--- src/rtl/hyperbus_burst_ctrl.sv ---
// hyperbus_burst_ctrl
// HyperBus leader controller. Runs linear multi-word bursts to one chip select
// through a DDR PHY that takes {rise, fall} half-word pairs. A burst is split
// into several CS-low chunks when the CS-low time limit is reached or when
// write data runs dry. Reads give up after a fixed number of strobe-less cycles.
module hyperbus_burst_ctrl #(
  parameter int WIDTH           = 8,
  parameter int NCS             = 2,
  parameter int ADDR_LENGTH     = 32,
  parameter int LEN_WIDTH       = 8,
  parameter int LAT_CYCLES      = 6,
  parameter int FIXED_LATENCY   = 0,
  parameter int MAX_CS_CYCLES   = 64,
  parameter int RECOVERY_CYCLES = 2,
  parameter int RESET_COUNT     = 4,
  parameter int TIMEOUT_CYCLES  = 32,
  localparam int CS_W           = (NCS > 1) ? $clog2(NCS) : 1,
  localparam int MW             = 2 * WIDTH / 8
) (
  input  logic                   clk,
  input  logic                   rst,
  input  logic                   req_valid,
  output logic                   req_ready,
  input  logic                   req_write,
  input  logic                   req_reg_space,
  input  logic [CS_W-1:0]        req_cs,
  input  logic [ADDR_LENGTH-1:0] req_addr,
  input  logic [LEN_WIDTH-1:0]   req_len,
  input  logic [2*WIDTH-1:0]     wdat,
  input  logic [MW-1:0]          wmask,
  input  logic                   wdat_valid,
  output logic                   wdat_ready,
  output logic [2*WIDTH-1:0]     rdat,
  output logic                   rdat_valid,
  output logic                   done,
  output logic                   err,
  output logic                   phy_clk_en,
  output logic                   phy_rstn,
  output logic [NCS-1:0]         phy_csn,
  output logic [2*WIDTH-1:0]     phy_dq_o,
  output logic                   phy_dq_oe,
  input  logic [2*WIDTH-1:0]     phy_dq_i,
  output logic [MW-1:0]          phy_rwds_o,
  output logic                   phy_rwds_oe,
  input  logic [1:0]             phy_rwds_i
);

  localparam int CNT_W = 8;
  localparam int CSC_W = $clog2(MAX_CS_CYCLES + 1);
  localparam int TO_W  = $clog2(TIMEOUT_CYCLES + 1);
  localparam logic [CNT_W-1:0] LAT_1X = CNT_W'(LAT_CYCLES);
  localparam logic [CNT_W-1:0] LAT_2X = CNT_W'(2 * LAT_CYCLES);
  localparam logic [CS_W:0]    NCS_V  = (CS_W + 1)'(NCS);

  typedef enum logic [2:0] {
    S_RESET   = 3'd0,
    S_IDLE    = 3'd1,
    S_CMD     = 3'd2,
    S_LATENCY = 3'd3,
    S_WRITE   = 3'd4,
    S_READ    = 3'd5,
    S_RECOVER = 3'd6
  } state_t;

  state_t                 r_state, w_state_nxt;
  logic [CNT_W-1:0]       r_cnt, r_lat, w_lat_sel;
  logic [CSC_W-1:0]       r_cs_cnt;
  logic [TO_W-1:0]        r_to_cnt;
  logic [ADDR_LENGTH-1:0] r_addr;
  logic [LEN_WIDTH-1:0]   r_rem;
  logic [CS_W-1:0]        r_cs, w_req_cs;
  logic                   r_write, r_reg, r_timeout, r_zero_done, r_rdat_valid;
  logic [2*WIDTH-1:0]     r_rdat;
  logic [47:0]            w_ca;
  logic                   w_active, w_accept, w_wr_xfer, w_rd_xfer, w_xfer, w_last_word;
  logic                   w_cs_limit, w_timeout, w_chunk_end, w_rec_end, w_finish;

  // Command/address word for a linear burst starting at the given word address
  function automatic logic [47:0] ca_word(input logic [ADDR_LENGTH-1:0] addr,
                                          input logic write, input logic reg_space);
    logic [47:0] ca;
    ca                        = 48'd0;
    ca[47]                    = ~write;
    ca[46]                    = reg_space;
    ca[45]                    = 1'b1;
    ca[16 +: ADDR_LENGTH - 3] = addr[ADDR_LENGTH-1:3];
    ca[2:0]                   = addr[2:0];
    return ca;
  endfunction

  // Shared transfer and chunk-close conditions for next-state and datapath
  always_comb begin
    w_ca        = ca_word(r_addr, r_write, r_reg);
    w_active    = (r_state == S_CMD) || (r_state == S_LATENCY) ||
                  (r_state == S_WRITE) || (r_state == S_READ);
    w_accept    = (r_state == S_IDLE) && !r_zero_done && req_valid;
    w_wr_xfer   = (r_state == S_WRITE) && wdat_valid;
    w_rd_xfer   = (r_state == S_READ) && (phy_rwds_i == 2'b10);
    w_xfer      = w_wr_xfer || w_rd_xfer;
    w_last_word = w_xfer && (r_rem == LEN_WIDTH'(1));
    w_cs_limit  = (r_cs_cnt == CSC_W'(MAX_CS_CYCLES - 1));
    w_timeout   = (r_state == S_READ) && !w_rd_xfer &&
                  (r_to_cnt == TO_W'(TIMEOUT_CYCLES - 1));
    w_chunk_end = ((r_state == S_WRITE) && (w_last_word || !wdat_valid || w_cs_limit)) ||
                  ((r_state == S_READ) && (w_last_word || w_cs_limit || w_timeout));
    w_rec_end   = (r_state == S_RECOVER) && (r_cnt == CNT_W'(0));
    w_finish    = w_rec_end && ((r_rem == LEN_WIDTH'(0)) || r_timeout);
    if ((FIXED_LATENCY != 0) || (phy_rwds_i == 2'b11)) begin
      w_lat_sel = LAT_2X;
    end else begin
      w_lat_sel = LAT_1X;
    end
    if ({1'b0, req_cs} < NCS_V) begin
      w_req_cs = req_cs;
    end else begin
      w_req_cs = CS_W'(0);
    end
  end

  // FSM state register
  always_ff @(posedge clk) begin
    if (rst) r_state <= S_RESET;
    else     r_state <= w_state_nxt;
  end

  // FSM next-state decode
  always_comb begin
    w_state_nxt = r_state;
    case (r_state)
      S_RESET:   w_state_nxt = (r_cnt == CNT_W'(0)) ? S_IDLE : S_RESET;
      S_IDLE:    w_state_nxt = (w_accept && (req_len != LEN_WIDTH'(0))) ? S_CMD : S_IDLE;
      S_CMD: begin
        if (r_cnt == CNT_W'(2)) begin
          w_state_nxt = (r_write && r_reg) ? S_WRITE : S_LATENCY;
        end else begin
          w_state_nxt = S_CMD;
        end
      end
      S_LATENCY: begin
        if (r_cnt == CNT_W'(0)) begin
          w_state_nxt = r_write ? S_WRITE : S_READ;
        end else begin
          w_state_nxt = S_LATENCY;
        end
      end
      S_WRITE:   w_state_nxt = w_chunk_end ? S_RECOVER : S_WRITE;
      S_READ:    w_state_nxt = w_chunk_end ? S_RECOVER : S_READ;
      S_RECOVER: begin
        if (w_rec_end) begin
          w_state_nxt = w_finish ? S_IDLE : S_CMD;
        end else begin
          w_state_nxt = S_RECOVER;
        end
      end
      default:   w_state_nxt = S_RESET;
    endcase
  end

  // Counters, request latch, address/length tracking and read capture
  always_ff @(posedge clk) begin
    if (rst) begin
      r_cnt        <= CNT_W'(RESET_COUNT);
      r_lat        <= LAT_1X;
      r_cs_cnt     <= CSC_W'(0);
      r_to_cnt     <= TO_W'(0);
      r_addr       <= ADDR_LENGTH'(0);
      r_rem        <= LEN_WIDTH'(0);
      r_cs         <= CS_W'(0);
      r_write      <= 1'b0;
      r_reg        <= 1'b0;
      r_timeout    <= 1'b0;
      r_zero_done  <= 1'b0;
      r_rdat       <= '0;
      r_rdat_valid <= 1'b0;
    end else begin
      case (r_state)
        S_RESET:   r_cnt <= (r_cnt == CNT_W'(0)) ? CNT_W'(0) : r_cnt - CNT_W'(1);
        S_CMD: begin
          if (r_cnt == CNT_W'(2)) begin
            r_cnt <= (r_write && r_reg) ? CNT_W'(0) : r_lat - CNT_W'(1);
          end else begin
            r_cnt <= r_cnt + CNT_W'(1);
          end
        end
        S_LATENCY: r_cnt <= (r_cnt == CNT_W'(0)) ? CNT_W'(0) : r_cnt - CNT_W'(1);
        S_WRITE,
        S_READ:    r_cnt <= w_chunk_end ? CNT_W'(RECOVERY_CYCLES - 1) : r_cnt;
        S_RECOVER: r_cnt <= (r_cnt == CNT_W'(0)) ? CNT_W'(0) : r_cnt - CNT_W'(1);
        default:   r_cnt <= CNT_W'(0);
      endcase
      // Latency choice comes from RWDS seen in the first CA cycle
      if ((r_state == S_CMD) && (r_cnt == CNT_W'(0))) r_lat <= w_lat_sel;
      r_cs_cnt     <= w_active ? r_cs_cnt + CSC_W'(1) : CSC_W'(0);
      r_to_cnt     <= ((r_state == S_READ) && !w_rd_xfer) ? r_to_cnt + TO_W'(1) : TO_W'(0);
      r_zero_done  <= w_accept && (req_len == LEN_WIDTH'(0));
      if (w_accept) begin
        r_addr    <= req_addr;
        r_rem     <= req_len;
        r_cs      <= w_req_cs;
        r_write   <= req_write;
        r_reg     <= req_reg_space;
        r_timeout <= 1'b0;
      end else if (w_xfer) begin
        r_addr <= r_addr + ADDR_LENGTH'(1);
        r_rem  <= r_rem - LEN_WIDTH'(1);
      end else if (w_timeout) begin
        r_timeout <= 1'b1;
      end
      r_rdat_valid <= w_rd_xfer;
      if (w_rd_xfer) r_rdat <= phy_dq_i;
    end
  end

  // FSM output decode
  always_comb begin
    req_ready   = 1'b0;
    wdat_ready  = 1'b0;
    done        = 1'b0;
    err         = 1'b0;
    phy_clk_en  = 1'b0;
    phy_rstn    = 1'b1;
    phy_csn     = '1;
    phy_dq_o    = '0;
    phy_dq_oe   = 1'b0;
    phy_rwds_o  = '0;
    phy_rwds_oe = 1'b0;
    rdat        = r_rdat;
    rdat_valid  = r_rdat_valid;
    if (w_active) begin
      phy_csn[r_cs] = 1'b0;
      phy_clk_en    = 1'b1;
    end else begin
      phy_clk_en    = 1'b0;
    end
    case (r_state)
      S_RESET: phy_rstn = 1'b0;
      S_IDLE: begin
        req_ready = !r_zero_done;
        done      = r_zero_done;
      end
      S_CMD: begin
        phy_dq_oe = 1'b1;
        case (r_cnt)
          CNT_W'(0): phy_dq_o[15:0] = w_ca[47:32];
          CNT_W'(1): phy_dq_o[15:0] = w_ca[31:16];
          default:   phy_dq_o[15:0] = w_ca[15:0];
        endcase
      end
      // RWDS is driven low one cycle ahead of write data as its preamble
      S_LATENCY: phy_rwds_oe = r_write && (r_cnt == CNT_W'(0));
      S_WRITE: begin
        phy_dq_oe   = 1'b1;
        phy_dq_o    = wdat;
        wdat_ready  = wdat_valid;
        phy_rwds_oe = !r_reg;
        if (wdat_valid) begin
          phy_rwds_o = wmask;
        end else begin
          phy_rwds_o = '1;
        end
      end
      S_RECOVER: begin
        done = w_finish;
        err  = w_finish && r_timeout;
      end
      default: phy_rstn = 1'b1;
    endcase
  end

endmodule

--- config.mk ---
export PLATFORM = sky130hd
export DESIGN_NAME = hyperbus_burst_ctrl
export DESIGN_NICKNAME = d
export VERILOG_FILES = /design/src/rtl/hyperbus_burst_ctrl.sv
export SDC_FILE = /design/constraint.sdc
export NUM_CORES = 1
export LEC_CHECK = 0
export BUFFER_PORTS_ARGS = -buffer_cell sky130_fd_sc_hd__buf_2
export CAP_MARGIN = 20
export CORE_MARGIN = 1.5
export CORE_UTILIZATION = 45
export CTS_CLUSTER_DIAMETER = 30
export CTS_CLUSTER_SIZE = 16
export DETAILED_ROUTE_END_ITERATION = 12
export GPL_ROUTABILITY_DRIVEN = 0
export PLACE_DENSITY = 0.73
export SLEW_MARGIN = 20
export SYNTH_ARGS = -nofsm -noshare
export SYNTH_HDL_FRONTEND = slang
export SYNTH_SLANG_ARGS = --single-unit
--- constraint.sdc ---
create_clock -name clk -period 5.4 [get_ports clk]
set_clock_uncertainty 0.05 [all_clocks]
set_input_delay 0.27 -clock clk [delete_from_list [all_inputs] [get_ports clk]]
set_output_delay 0.27 -clock clk [all_outputs]
set_load 0.05 [all_outputs]
==> summary.json <==
{
  "hold_sp": {"value": "phy_dq_i[4]"},
  "setup.worst_path.start_class": {"value": "flip-flop"},
  "nFillCells": {"value": 1108},
  "route.antenna.remaining_nets": {"value": 0},
  "largest_delay_share_family_worst_path": {"value": "simple AND/OR/NAND/NOR gates"},
  "period_utilisation_layout": {"value": 0.653},
  "area_fraction_in_compound_gates_after_synthesis": {"value": 0.230},
  "critPathArrivalTime": {"value": 3210, "unit": "ps"},
  "floorplan.rows": {"value": 39},
  "yosysWarningCount": {"value": 0},
  "power_switching": {"value": 0.857, "unit": "mW"},
  "pwr_density_cell": {"value": 352, "unit": "mW/mm²"},
  "worst_path_most_repeated_cell": {"value": "nand2_1"},
  "drc": {"value": 0},
  "required": {"value": 5080, "unit": "ps"},
  "grt_first_pass_wirelength": {"value": 25800, "unit": "µm"},
  "grt_setup_unrepaired": {"value": "false"},
  "area_growth_syn_to_layout": {"value": 16.6, "unit": "%"},
  "crit_type": {"value": "flip-flop to output pin"},
  "ys_dominant_reg_cell": {"value": "dfxtp_1"},
  "synth_enable_flop_cells": {"value": 0},
  "portBuffers": {"value": 127},
  "setup-tns-final": {"value": 0, "unit": "ps"},
  "int_power": {"value": 1.31, "unit": "mW"},
  "worst_slew_pin_slew": {"value": 1050, "unit": "ps"},
  "yosys.area_share.simple": {"value": 0.311},
  "io_pins": {"value": 128},
  "regToRegStartpoint": {"value": "r_state[0]"},
  "grt_usage": {"value": 0.249},
  "cp-startpoint": {"value": "r_cnt[0]"},
  "hold_violations": {"value": 0},
  "synthXorXnorAreaFrac": {"value": 0.0381},
  "main_combinational_cell_family_by_area_after_synthesis": {"value": "simple AND/OR/NAND/NOR gates"},
  "period_minus_slack": {"value": 3530, "unit": "ps"},
  "cts-buffers-inserted": {"value": 9},
  "cp.buffers_inverters": {"value": 2},
  "hold_class": {"value": "primary input to flip-flop"},
  "pwr-share-comb": {"value": 0.307},
  "vias": {"value": 5656},
  "setup_viol_count_final": {"value": 0},
  "worst_setup_path_end_kind": {"value": "output pin"},
  "power.static_leakage": {"value": 2.41, "unit": "nW"},
  "clock_insertion_delay_at_the_later_pin_of_the_skew_report": {"value": 350, "unit": "ps"},
  "layout.nets": {"value": 868},
  "die_width": {"value": 111, "unit": "µm"},
  "p_seq_frac": {"value": 0.416},
  "maxSlewViolCount": {"value": 0},
  "initial_cell_density_of_the_core": {"value": 0.462},
  "highest_ir_drop_seen_on_vdd": {"value": 0.218, "unit": "mV"},
  "wl_per_cell": {"value": 16.9, "unit": "µm"},
  "total_of_cells_resized_after_clock_tree_synthesis": {"value": 0},
  "final_util": {"value": 0.538},
  "regMostFlops": {"value": "r_addr"},
  "synthMuxAreaShare": {"value": 0.00615},
  "synthTopCellsByArea": {"value": "dfxtp_1 33%, nand2_1 7.9%, a21oi_1 4.6%"},
  "pwr-share-clk": {"value": 0.277},
  "sw_frac_of_total": {"value": 0.395},
  "global_route.overflow_total": {"value": 0},
  "dpl.hpwl": {"value": 11100, "unit": "µm"},
  "number_of_antenna_violations_at_the_first_check_in_global_routing": {"value": 0},
  "slowest_stage": {"value": "nor2_1"},
  "synth-async-reset-ratio": {"value": 0},
  "share_of_layout_cells_above_drive_strength_1": {"value": 0.219},
  "critical_path.cell_chain": {"value": "inv_1, ha_1, nor4b_1, nand2_1, nor2_1, a22oi_1, nand2_1, buf_2"},
  "routed_via_density": {"value": 6.13},
  "cpPeakStageDelay": {"value": 750, "unit": "ps"},
  "clock_tree_from_tritoncts": {"value": "built"},
  "first_pass_iteration_count_of_the_detailed_router": {"value": 5},
  "netlist.area_leader.share": {"value": 0.333},
  "vias_in_the_first_global_route": {"value": 5341},
  "synth_seq_cells": {"value": 88},
  "netlist.top_cell.by_area": {"value": "dfxtp_1"},
  "chipHeight": {"value": 111, "unit": "µm"},
  "clkSlewWorstSetupHoldPaths": {"value": 70, "unit": "ps"},
  "pin_count_of_the_biggest_net_entering_global_routing": {"value": 49},
  "routed_wirelength": {"value": 15600, "unit": "µm"},
  "relSlewSlack": {"value": 0.300},
  "post-route-cell-area": {"value": 0.00617, "unit": "mm²"},
  "cts_max_level": {"value": 3},
  "worst-path-max-fanout": {"value": 11},
  "design.die.area": {"value": 0.0124, "unit": "mm²"},
  "synth_adder_area_share": {"value": 0.0236},
  "maxCapViolCount": {"value": 0},
  "clock.fmax": {"value": 284, "unit": "MHz"},
  "synthesis.nets": {"value": 769},
  "synthesis.instances": {"value": 676},
  "post_cts_hold_buffer_count": {"value": 0},
  "post_synthesis_instance_area": {"value": 0.00529, "unit": "mm²"},
  "detailed_place.area": {"value": 0.00589, "unit": "mm²"},
  "number_of_flip_flops_under_the_largest_register_name": {"value": 32},
  "initialDrtViolationCount": {"value": 535},
  "ys_types": {"value": 78},
  "syn_avg_cell_area": {"value": 7.83, "unit": "µm²"},
  "seq_area_frac_synth": {"value": 0.333},
  "cts.path.max_buffers": {"value": 2},
  "outcome": {"value": "completed"},
  "postCtsSetupRepairBufs": {"value": 0},
  "root_buffer": {"value": "clkbuf_16"},
  "clkSinkCount": {"value": 88},
  "diodes": {"value": 0},
  "floorplan.core_area": {"value": 0.0115, "unit": "mm²"}
}
## worst min-delay path: cells and delay by family
family / cells / cell delay, ps
compound gates: 1 / 50
buf+inv: 1 / 90
simple gates: 1 / 40
## power groups by stage
| stage | sequential (mW) | combinational (mW) | clock [mW] |
|---|---|---|---|
| after floorplan | 0.821 | 0.568 | 0 |
| after global routing | 0.920 | 0.733 | 0.635 |
| after CTS | 0.897 | 0.656 | 0.612 |
| after global placement | 0.904 | 0.630 | 0 |
| final | 0.904 | 0.666 | 0.601 |
| after detailed placement | 0.911 | 0.650 | 0 |
## cells by family (layout without fill, tap and decap cells)
family                     Yosys count  after routing
and+or+nand+nor                    314            314
AOI/OAI and AO/OA                  180            180
DFF                                 88             88
buffers and inverters               58            162
xor gates and xnor gates            23             23
adders and majority gates           10             10
muxes                                3              3
## path summary, 6_finish.rpt
| check | slack [ps] | endpoint | depth (start not counted) |
|---|---|---|---|
| max reg2reg | 2520 | r_addr[8] | 6 |
| min | 100 | rdat[4] | 3 |
| max | 1870 | phy_dq_o[14] | 8 |
| min reg2reg | 400 | r_to_cnt[0] | 1 |
## metrics by stage
stage,setup slack [ps],std cells,hold WS [ps],power (mW)
2_1_floorplan,2090,676,356,1.39
3_3_place_gp,2570,907,375,1.53
3_5_place_dp,2380,907,389,1.56
4_1_cts,2000,923,96.7,2.17
5_1_grt,1680,923,108,2.29
6_report,1870,923,105,2.17
## cell usage in the layout (no fill, tap or decap), types with 5 or more instances in the layout
master	instances
a211oi_1	15
a21oi_1	49
a22oi_1	17
a311oi_1	8
a31oi_1	16
a32oi_1	5
and2_1	7
and3_1	7
buf_2	127
buf_4	6
clkbuf_16	9
dfxtp_1	88
ha_1	10
inv_1	13
nand2_1	112
nand2b_1	8
nand3_1	23
nand3b_1	5
nand4_1	15
nor2_1	61
nor3_1	13
nor3b_1	5
nor4_1	7
o211ai_1	5
o21ai_0	25
o31ai_1	7
or3_1	11
or4_1	10
xnor2_1	9
xor2_1	14
## cell type report
class                           count  area, µm²  area share
Sequential cell                    88       1760       0.285
Tap cell                          143        179      0.0290
Clock inverter                      6       41.3     0.00669
Clock buffer                       10        239      0.0387
Timing Repair Buffer              133        681       0.110
Multi-Input combinational cell    530       3220       0.522
Inverter                           13       48.8     0.00790
## per-layer routing
layer / GRT usage / share of wire / vias to the layer above / wire length (µm)
met4: 0.0861 / 0.022 / 0 / 348
met3: 0.0561 / 0.082 / 33 / 1270
met2: 0.411 / 0.48 / 267 / 7410
met5: 0 / 0 / - / 0
met1: 0.323 / 0.42 / 2677 / 6540
li1: - / - / 2679 / -
## synthesized netlist by cell type, drive strengths merged, types with 8 or more instances
cell type / n
nand2b: 8
or4: 10
a311oi: 8
o21ai: 27
inv: 13
a21oi: 49
buf: 19
nor3: 15
xnor2: 9
a211oi: 15
a31oi: 17
clkbuf: 26
nor4: 9
nor2: 61
or3: 12
xor2: 14
nand4: 17
and2: 9
nand2: 113
nand3: 25
a22oi: 17
dfxtp: 88
ha: 10
(Power assumes the default switching activity.)
